--- src/rtl/fir_xifu_pkg.sv ---
// Shared types and constants for the FIR X-interface unit.
package fir_xifu_pkg;

  localparam int XIF_ID_W   = 4;
  localparam int XIF_DATA_W = 32;
  localparam int XIF_RD_W   = 5;

  // One X-interface result beat at the default id width.
  typedef struct packed {
    logic [XIF_ID_W-1:0]   id;
    logic [XIF_DATA_W-1:0] data;
    logic [XIF_RD_W-1:0]   rd;
    logic                  we;
  } fir_xifu_result_t;

endpackage

--- src/rtl/fir_xifu_result_fifo.sv ---
// Small power-of-two FIFO for memory-completion results.
// A push at full is accepted only when a pop frees a slot in the same cycle.
module fir_xifu_result_fifo #(
  parameter int  DEPTH = 4,
  parameter type T     = logic,
  localparam int PTR_W = $clog2(DEPTH),
  localparam int CNT_W = $clog2(DEPTH) + 1
) (
  input  logic             clk,
  input  logic             rst,
  input  logic             push,
  input  logic             pop,
  input  T                 wdata,
  output T                 rdata,
  output logic             full,
  output logic             empty,
  output logic [CNT_W-1:0] count
);

  T                 mem [DEPTH];
  logic [PTR_W-1:0] wptr, rptr;
  logic             do_push, do_pop;

  assign empty   = (count == '0);
  assign full    = (count == CNT_W'(DEPTH));
  assign do_pop  = pop && !empty;
  assign do_push = push && (!full || do_pop);
  assign rdata   = mem[rptr];

  // Pointers wrap naturally because DEPTH is a power of two.
  always_ff @(posedge clk) begin
    if (rst) begin
      wptr  <= '0;
      rptr  <= '0;
      count <= '0;
    end else begin
      if (do_push) wptr <= wptr + PTR_W'(1);
      if (do_pop)  rptr <= rptr + PTR_W'(1);
      count <= count + CNT_W'(do_push) - CNT_W'(do_pop);
    end
  end

  // Storage needs no reset; only slots below count are ever read.
  always_ff @(posedge clk) begin
    if (do_push) mem[wptr] <= wdata;
  end

endmodule

--- src/rtl/fir_xifu_result_arb.sv ---
// Merges the unstallable memory-completion path and the stallable
// arithmetic path into one in-order X-interface result stream.
module fir_xifu_result_arb
  import fir_xifu_pkg::*;
#(
  parameter int ID_W  = XIF_ID_W,
  parameter int DEPTH = 4
) (
  input  logic            clk_i,
  input  logic            rst_i,
  input  logic            mem_valid_i,
  input  logic [ID_W-1:0] mem_id_i,
  input  logic [31:0]     mem_data_i,
  input  logic [4:0]      mem_rd_i,
  input  logic            mem_we_i,
  input  logic            alu_valid_i,
  output logic            alu_ready_o,
  input  logic [ID_W-1:0] alu_id_i,
  input  logic [31:0]     alu_data_i,
  input  logic [4:0]      alu_rd_i,
  input  logic            alu_we_i,
  output logic            result_valid_o,
  input  logic            result_ready_i,
  output logic [ID_W-1:0] result_id_o,
  output logic [31:0]     result_data_o,
  output logic [4:0]      result_rd_o,
  output logic            result_we_o,
  output logic            busy_o,
  output logic            overflow_o
);

  localparam int CNT_W = $clog2(DEPTH) + 1;

  // Same layout as fir_xifu_result_t, but sized by this instance's id width.
  typedef struct packed {
    logic [ID_W-1:0] id;
    logic [31:0]     data;
    logic [4:0]      rd;
    logic            we;
  } res_t;

  res_t             mem_res, alu_res, head, out_q;
  logic             out_free, fifo_push, fifo_pop;
  logic             fifo_full, fifo_empty;
  logic [CNT_W-1:0] fifo_count;

  assign mem_res = '{id: mem_id_i, data: mem_data_i, rd: mem_rd_i, we: mem_we_i};
  assign alu_res = '{id: alu_id_i, data: alu_data_i, rd: alu_rd_i, we: alu_we_i};

  assign out_free = !result_valid_o || result_ready_i;
  // Queued entries always drain first; a new completion may bypass only
  // when nothing older is waiting and the output slot is free.
  assign fifo_pop  = out_free && !fifo_empty;
  assign fifo_push = mem_valid_i && (!out_free || !fifo_empty);
  // Memory completions cannot be stalled, so the ALU only wins an idle slot.
  assign alu_ready_o = out_free && fifo_empty && !mem_valid_i;

  fir_xifu_result_fifo #(
    .DEPTH (DEPTH),
    .T     (res_t)
  ) u_fifo (
    .clk   (clk_i),
    .rst   (rst_i),
    .push  (fifo_push),
    .pop   (fifo_pop),
    .wdata (mem_res),
    .rdata (head),
    .full  (fifo_full),
    .empty (fifo_empty),
    .count (fifo_count)
  );

  // Output register with priority FIFO head > bypass completion > ALU.
  always_ff @(posedge clk_i) begin
    if (rst_i) begin
      result_valid_o <= 1'b0;
      out_q          <= '0;
    end else if (out_free) begin
      if (!fifo_empty) begin
        result_valid_o <= 1'b1;
        out_q          <= head;
      end else if (mem_valid_i) begin
        result_valid_o <= 1'b1;
        out_q          <= mem_res;
      end else if (alu_valid_i) begin
        result_valid_o <= 1'b1;
        out_q          <= alu_res;
      end else begin
        result_valid_o <= 1'b0;
      end
    end
  end

  // Sticky drop flag: a completion arrived with no slot left and none freed.
  always_ff @(posedge clk_i) begin
    if (rst_i)                                      overflow_o <= 1'b0;
    else if (fifo_push && fifo_full && !fifo_pop)   overflow_o <= 1'b1;
  end

  assign result_id_o   = out_q.id;
  assign result_data_o = out_q.data;
  assign result_rd_o   = out_q.rd;
  assign result_we_o   = out_q.we;
  assign busy_o        = (fifo_count != '0) || result_valid_o;

endmodule

--- config.mk ---
export PLATFORM = sky130hd
export DESIGN_NAME = fir_xifu_result_arb
export DESIGN_NICKNAME = d
export VERILOG_FILES = /design/src/rtl/fir_xifu_pkg.sv /design/src/rtl/fir_xifu_result_fifo.sv /design/src/rtl/fir_xifu_result_arb.sv
export SDC_FILE = /design/constraint.sdc
export NUM_CORES = 1
export LEC_CHECK = 0
export BUFFER_PORTS_ARGS = -buffer_cell sky130_fd_sc_hd__buf_2
export CAP_MARGIN = 20
export CORE_MARGIN = 4
export CORE_UTILIZATION = 28
export DETAILED_ROUTE_END_ITERATION = 8
export PLACE_DENSITY = 0.56
export SLEW_MARGIN = 10
export SYNTH_ARGS = -nofsm -noshare
export SYNTH_HDL_FRONTEND = slang
export SYNTH_HIERARCHICAL = 1
export SYNTH_SLANG_ARGS = --single-unit
--- constraint.sdc ---
create_clock -name clk_i -period 3.32 [get_ports clk_i]
set_clock_uncertainty 0.05 [all_clocks]
set_input_delay 0.664 -clock clk_i [delete_from_list [all_inputs] [get_ports clk_i]]
set_output_delay 0.664 -clock clk_i [all_outputs]
set_load 0.005 [all_outputs]
# Word-level counts from Yosys, hierarchy flattened
# Memories as Yosys holds them, arrays and structs flattened. A register that Yosys moved wholly into a read port is not among the register bits.
# Index checks and enable logic that the tools add are counted.
word_totals:
  ram_bits: 168
  wordCells: 47
  output_inout_bits: 46
  inputBits: 89
  memories: 1
  ff_bits: 51
mem_list:
  columns: ["name", "depth", "width", "rd", "rd_ports_with_merged_regs", "write_ports", "line_no", "rtl"]
  rows:
  - ["u_fifo.mem", 4, 42, 1, 1, 1, "fir_xifu_result_fifo.sv:20", "T mem [DEPTH];"]
classes:
  muxes: 10
  n_eq_ne: 2
  n_addsub: 4
  reduce_logical: 21
ops:
  columns: ["op", "n"]
  rows:
  - ["42-bit two-way mux", 3]
  - ["1-bit logical AND", 8]
  - ["1-bit logical NOT", 6]
  - ["1-bit two-way mux", 5]
  - ["2-bit by 1-bit adder with 2-bit output (second input constant)", 2]
  - ["1-bit logical OR", 4]
  - ["2-bit two-way mux", 2]
  - ["3-bit by 1-bit adder with 3-bit output", 1]
  - ["3-bit equality test (second input constant)", 1]
  - ["3-bit logical NOT", 1]
  - ["3-bit != test (second input constant)", 1]
  - ["3-bit nonzero test", 1]
  - ["3-bit by 1-bit subtractor with 3-bit output", 1]
  - ["2-bit AND reduction", 1]

# Depth between registers and ports, before layout
depth:
  depth_word: 8
  depth_mapped: 13
  ltp_nobuf: 10

# Modules after synthesis
# Netlist, hierarchy kept.
by_module_without_submodules:
  columns: ["mod", "n_inst", "area_each_um2", "cells_per_inst", "seq_area_each_um2"]
  rows:
  - ["fir_xifu_result_fifo", 1, 6566.3, 267, 5225.0]
  - ["fir_xifu_result_arb", 1, 2306.0, 249, 880.8]

# Worst setup path after synthesis
# OpenSTA, ideal clock, no wires.
synth_path:
  kind: "flip-flop to flip-flop"
  from: "register u_fifo.count[1]"
  to: "register u_fifo.count[2]"
  n_path_buf: 3
  slack_ns: 0.441
  synth_period_minus_slack_ns: 2.879
  required_ns: 3.144
  arrival_time_ns: 2.702
  setup_ns: 0.126
  stages_incl_launch_ff: 14
  path_cell_list: "dfxtp_1 > nor3_1 > buf_4 > buf_2 > buf_1 > nand2_1 > and2_1 > a21boi_4 > a21bo_2 > ha_1 > fa_1 > xnor2_1 > xnor2_1 > nor2_1"
synth_via:
  elab_cells_between_ends: 12
  cone_classes: "add/sub: 2; eq/ne: 1; reduce/logical: 9"
synth_lines:
  columns: ["item", "line_no", "rtl"]
  rows:
  - ["start, declared", "fir_xifu_result_fifo.sv:17", "output logic [CNT_W-1:0] count"]
  - ["start signal, assigned", "fir_xifu_result_fifo.sv:39", "count <= count + CNT_W'(do_push) - CNT_W'(do_pop);"]
  - ["3-bit logical NOT", "fir_xifu_result_fifo.sv:24", "assign empty = (count == '0);"]
  - ["via fifo_empty", "fir_xifu_result_arb.sv:44", "logic fifo_full, fifo_empty;"]
  - ["1-bit logical NOT", "fir_xifu_result_arb.sv:54", "assign fifo_push = mem_valid_i && (!out_free || !fifo_empty);"]
  - ["1-bit logical OR", "fir_xifu_result_arb.sv:54", null]
  - ["1-bit logical AND", "fir_xifu_result_arb.sv:54", null]
  - ["via fifo_push", "fir_xifu_result_arb.sv:43", "logic out_free, fifo_push, fifo_pop;"]
  - ["1-bit logical AND", "fir_xifu_result_fifo.sv:27", "assign do_push = push && (!full || do_pop);"]
  - ["3-bit by 1-bit adder with 3-bit output", "fir_xifu_result_fifo.sv:39", null]
  - ["3-bit by 1-bit subtractor with 3-bit output", "fir_xifu_result_fifo.sv:39", null]
# The timed path passes the listed nets, and every way through them passes these cells.
# A chain may end at the register's enable or synchronous reset.

# Worst setup path after layout
# Same ends and word-level chain as after synthesis.

==> reports/results.env <==
CPLARGESTDELAYFAMILY='simple AND/OR/NAND/NOR gates'
CRITICAL_PATH.SLOWEST_CELL='dfxtp_1'
HTREE_LEVELS=1
SYNTH.DISTINCT_CELLS=34
SYNTH-SEQ-CELLS=221
YOSYSWARNINGS=6
CLK_ROOT_BUFFER_CELL='clkbuf_16'
SYN-CELL-AREA_UM2=8870
ANTENNA_LEFT=0
CP_REQUIRED_NS=3.65
DRCVIOLATIONCOUNT=0
POWER_LEAKAGE_nW=3.94
DRT-WIRELENGTH-PER-CELL_UM=17.5
GRT_ANTENNA_BEFORE_REPAIR=0
SYNTHTOLAYOUTAREAGROWTH_PCT=21.4
PIN_COUNT_OF_THE_BIGGEST_NET_ENTERING_GLOBAL_ROUTING=55
DIE_W_UM=186
OVERALL_DIE_AREA_UM2=34600
FINAL_CELL_MIX='edfxtp_1, buf_2, nor2_1'
TIMING.CRITICAL_PATH.CELLS='nor3_2 -> nand2_1 -> and2_1 -> a21boi_4 -> a21bo_2 -> ha_1 -> fa_1 -> xnor2_1 -> xnor2_1 -> nor2_1'
PORT_BUFFERS=134
WORSTHOLDENDPOINT='u_fifo/mem[0][33]'
CTS.REPAIR_TIMING.SETUP_BUFFER_COUNT=0
HOLDBUFCOUNTCTS=0
DRT-TOTAL-WL_UM=18800
CRITICAL_PATH_BUF_INV_COUNT=0
STD_CELL_ROWS=64
TIMING.FINAL.HOLD_VIOLATIONS=0
FINAL_PERIOD_MINUS_WORST_SETUP_SLACK_NS=2.54
SHARE_OF_THE_SYNTHESIZED_AREA_IN_THE_TOP_CELL_TYPE=0.569
DRT_ITER0_MARKERS=227
CTS_MAX_PATH_BUFFERS=3
MOSTFREQUENTLAYOUTCELL='edfxtp_1'
CRITICAL-PATH-MAX-STAGE-DELAY_NS=0.41
TIMING_MAX_TRANSITION_VIOLATIONS_FINAL=0
MIN-DELAY-START='mem_data_i[27]'
GLOBAL_ROUTE_WIRE_LENGTH_BEFORE_REPAIR_UM=29500
WORSTREG2REGSTART='u_fifo/count[1]'
NETLIST.TOP_CELL.BY_AREA='edfxtp_1'
DETAILED_PLACE_HPWL_UM=11800
DRIVE_ABOVE_1_SHARE=0.354
PATH_CLK_SLEW_NS=0.06
GR-TOTAL-OVERFLOW=0
FLOORPLAN.IO_PINS=135
TRITONCTS='yes'
R2R_CELLS=10
OUTCOME='finished clean'
PWR_DENSITY_CELL_nW_PER_UM2=798
IR_DROP_V=0.00101
CP-START-KIND='register'
TIMING.FINAL.SETUP_VIOLATIONS=0
FIRSTDRTPASSITERS=4
GP_CONGESTION=0.689
CLOCK_SINKS=221
ACHIEVABLE-FREQUENCY_MHz=394
YS_TOP_CELLS_BY_AREA='edfxtp_1, dfxtp_1, mux4_2'
FINAL_NET_COUNT=753
REG2REG_SETUP_SLACK_NS=0.78
TIGHTEST_SLEW_NS=0.641
CLOCK_INSERTION_DELAY_WORST_SKEW_NS=0.50
VIA_COUNT=4948
SYNTH_SEQ_AREA_SHARE=0.688
WORSTHOLDPATHTYPE='input pin to register'
AVGSYNTHCELLAREA_UM2=17.2
TOTAL_NEGATIVE_SETUP_SLACKS_NS=0
DESIGN.CORE.AREA_UM2=30900
FIN_UTIL=0.348
POST_SYNTH_INST_COUNT=516
UNREPAIRED_SETUP_ENDPOINTS_AFTER_GLOBAL_ROUTING='no'
VIA_PER_INST=4.61
SYNTH.NET_COUNT=611
STARTING_UTILIZATION_OF_THE_CORE_AREA=0.287
TIMING.RR.END='u_fifo/count[2]'
FIRST_GLOBAL_VIAS=5247
TRACK_USAGE=0.108
CRIT_FANOUT=7
TIMING.HOLD.WORST_PATH_DEPTH=1
CRITICAL_PATH_ARRIVAL_NS=2.87
MAX_CAP_VIOLATIONS=0
CRIT_PATH_FREQUENT_CELL='xnor2_1'
TIMING.SLEW.HEADROOM=0.573
WORSTSETUPPATHTYPE='register to register'
CTS_MADE_BUFFERS=25
CAPTURING_ELEMENT_TYPE_OF_THE_CRITICAL_PATH='register'
DIE_HEIGHT_UM=186
POST_CTS.RESIZED_INSTANCES=0
FIN_CRIT_SH=0.765
==> cell usage after synthesis <==
| cell type | number |
|---|---|
| edfxtp_1 | 168 |
| dfxtp_1 | 53 |
| nor2_1 | 52 |
| mux2i_1 | 43 |
| a21oi_1 | 42 |
| a22o_1 | 42 |
| mux4_2 | 42 |
| buf_6 | 12 |
| clkbuf_1 | 8 |
| buf_2 | 7 |
| buf_4 | 5 |
| ha_1 | 5 |
| and2_2 | 4 |
| inv_1 | 4 |
| nand2b_1 | 3 |
| nor2b_1 | 3 |
| a31oi_1 | 2 |
| buf_1 | 2 |
| nor3b_4 | 2 |
| xnor2_1 | 2 |
| xor2_1 | 2 |
| a21bo_2 | 1 |
| a21boi_4 | 1 |
| a21oi_4 | 1 |
| and2_1 | 1 |
| fa_1 | 1 |
| mux2_4 | 1 |
| nand2_1 | 1 |
| nor3_1 | 1 |
| o311ai_0 | 1 |
| o31ai_2 | 1 |
| or2_1 | 1 |
| or3b_4 | 1 |
| or4_1 | 1 |
==> how the worst max path moves through the flow <==
| stage | to | cells after the start | from | slack (ns) |
|---|---|---|---|---|
| 6_report | u_fifo/count[2] | 10 | u_fifo/count[1] | 0.78 |
| 5_1_grt | u_fifo/count[2] | 10 | u_fifo/count[1] | 0.61 |
| 4_1_cts | u_fifo/count[2] | 10 | u_fifo/count[1] | 0.76 |
| 3_5_place_dp | u_fifo/count[2] | 11 | result_ready_i | 0.48 |
| 3_3_place_gp | u_fifo/count[2] | 11 | result_ready_i | 0.50 |
| 2_1_floorplan | u_fifo/count[2] | 13 | u_fifo/count[1] | 0.44 |
==> kinds of logic after synthesis <==
| family | Yosys count | share of synthesized area |
|---|---|---|
| mux | 86 | 0.157 |
| flops | 221 | 0.688 |
| compound gates | 91 | 0.0740 |
| fa+ha+maj | 6 | 0.00931 |
| xor+xnor | 4 | 0.00395 |
| simple gates | 70 | 0.0384 |
| buf+inv | 38 | 0.0293 |
==> where the power goes <==
part	switching, W	internal, W	leakage, nW
clock network	0.00102	0.00149	0.365
logic	0.00125	0.00113	1.61
registers	0.000251	0.00346	1.97
total	0.00252	0.00607	3.94
==> sequential cells by signal, indices dropped and copies added (netlist names), named ones only <==
signal	cells
u_fifo/mem	168
result_data_o	32
result_rd_o	5
result_id_o	4
u_fifo/count	3
u_fifo/rptr	2
u_fifo/wptr	2
overflow_o	1
result_valid_o	1
result_we_o	1
==> through the flow <==
stage	cells	worst slack (ns)	area (µm²)	power [W]	hold slack [ns]
after floorplan	516	0.441	8870	0.00546	0.411
after global placement	1027	0.500	10000	0.00620	0.407
after detailed placement	1027	0.481	10000	0.00622	0.410
after CTS	1072	0.757	10800	0.00879	0.315
after global routing	1072	0.606	10800	0.00916	0.326
final	1073	0.779	10800	0.00860	0.351
==> layout make-up <==
cell class | instances | area, µm²
clock buffers | 34 | 669
clock inverters | 11 | 81.3
diodes | 1 | 2.50
multi-input cells | 257 | 2510
fillers | 2976 | 20100
inverters | 4 | 15.0
repair buffers | 149 | 883
flip-flops and latches | 221 | 6110
well taps | 396 | 495
==> routing by layer <==
metal | wire [µm] | GRT usage | vias up
met5 | 0 | 0 | -
met4 | 334 | 0.0230 | 0
met3 | 896 | 0.0223 | 23
met2 | 8780 | 0.175 | 125
met1 | 8740 | 0.152 | 2479
li1 | - | - | 2321
Note: power is estimated with default switching activity, not from simulation.
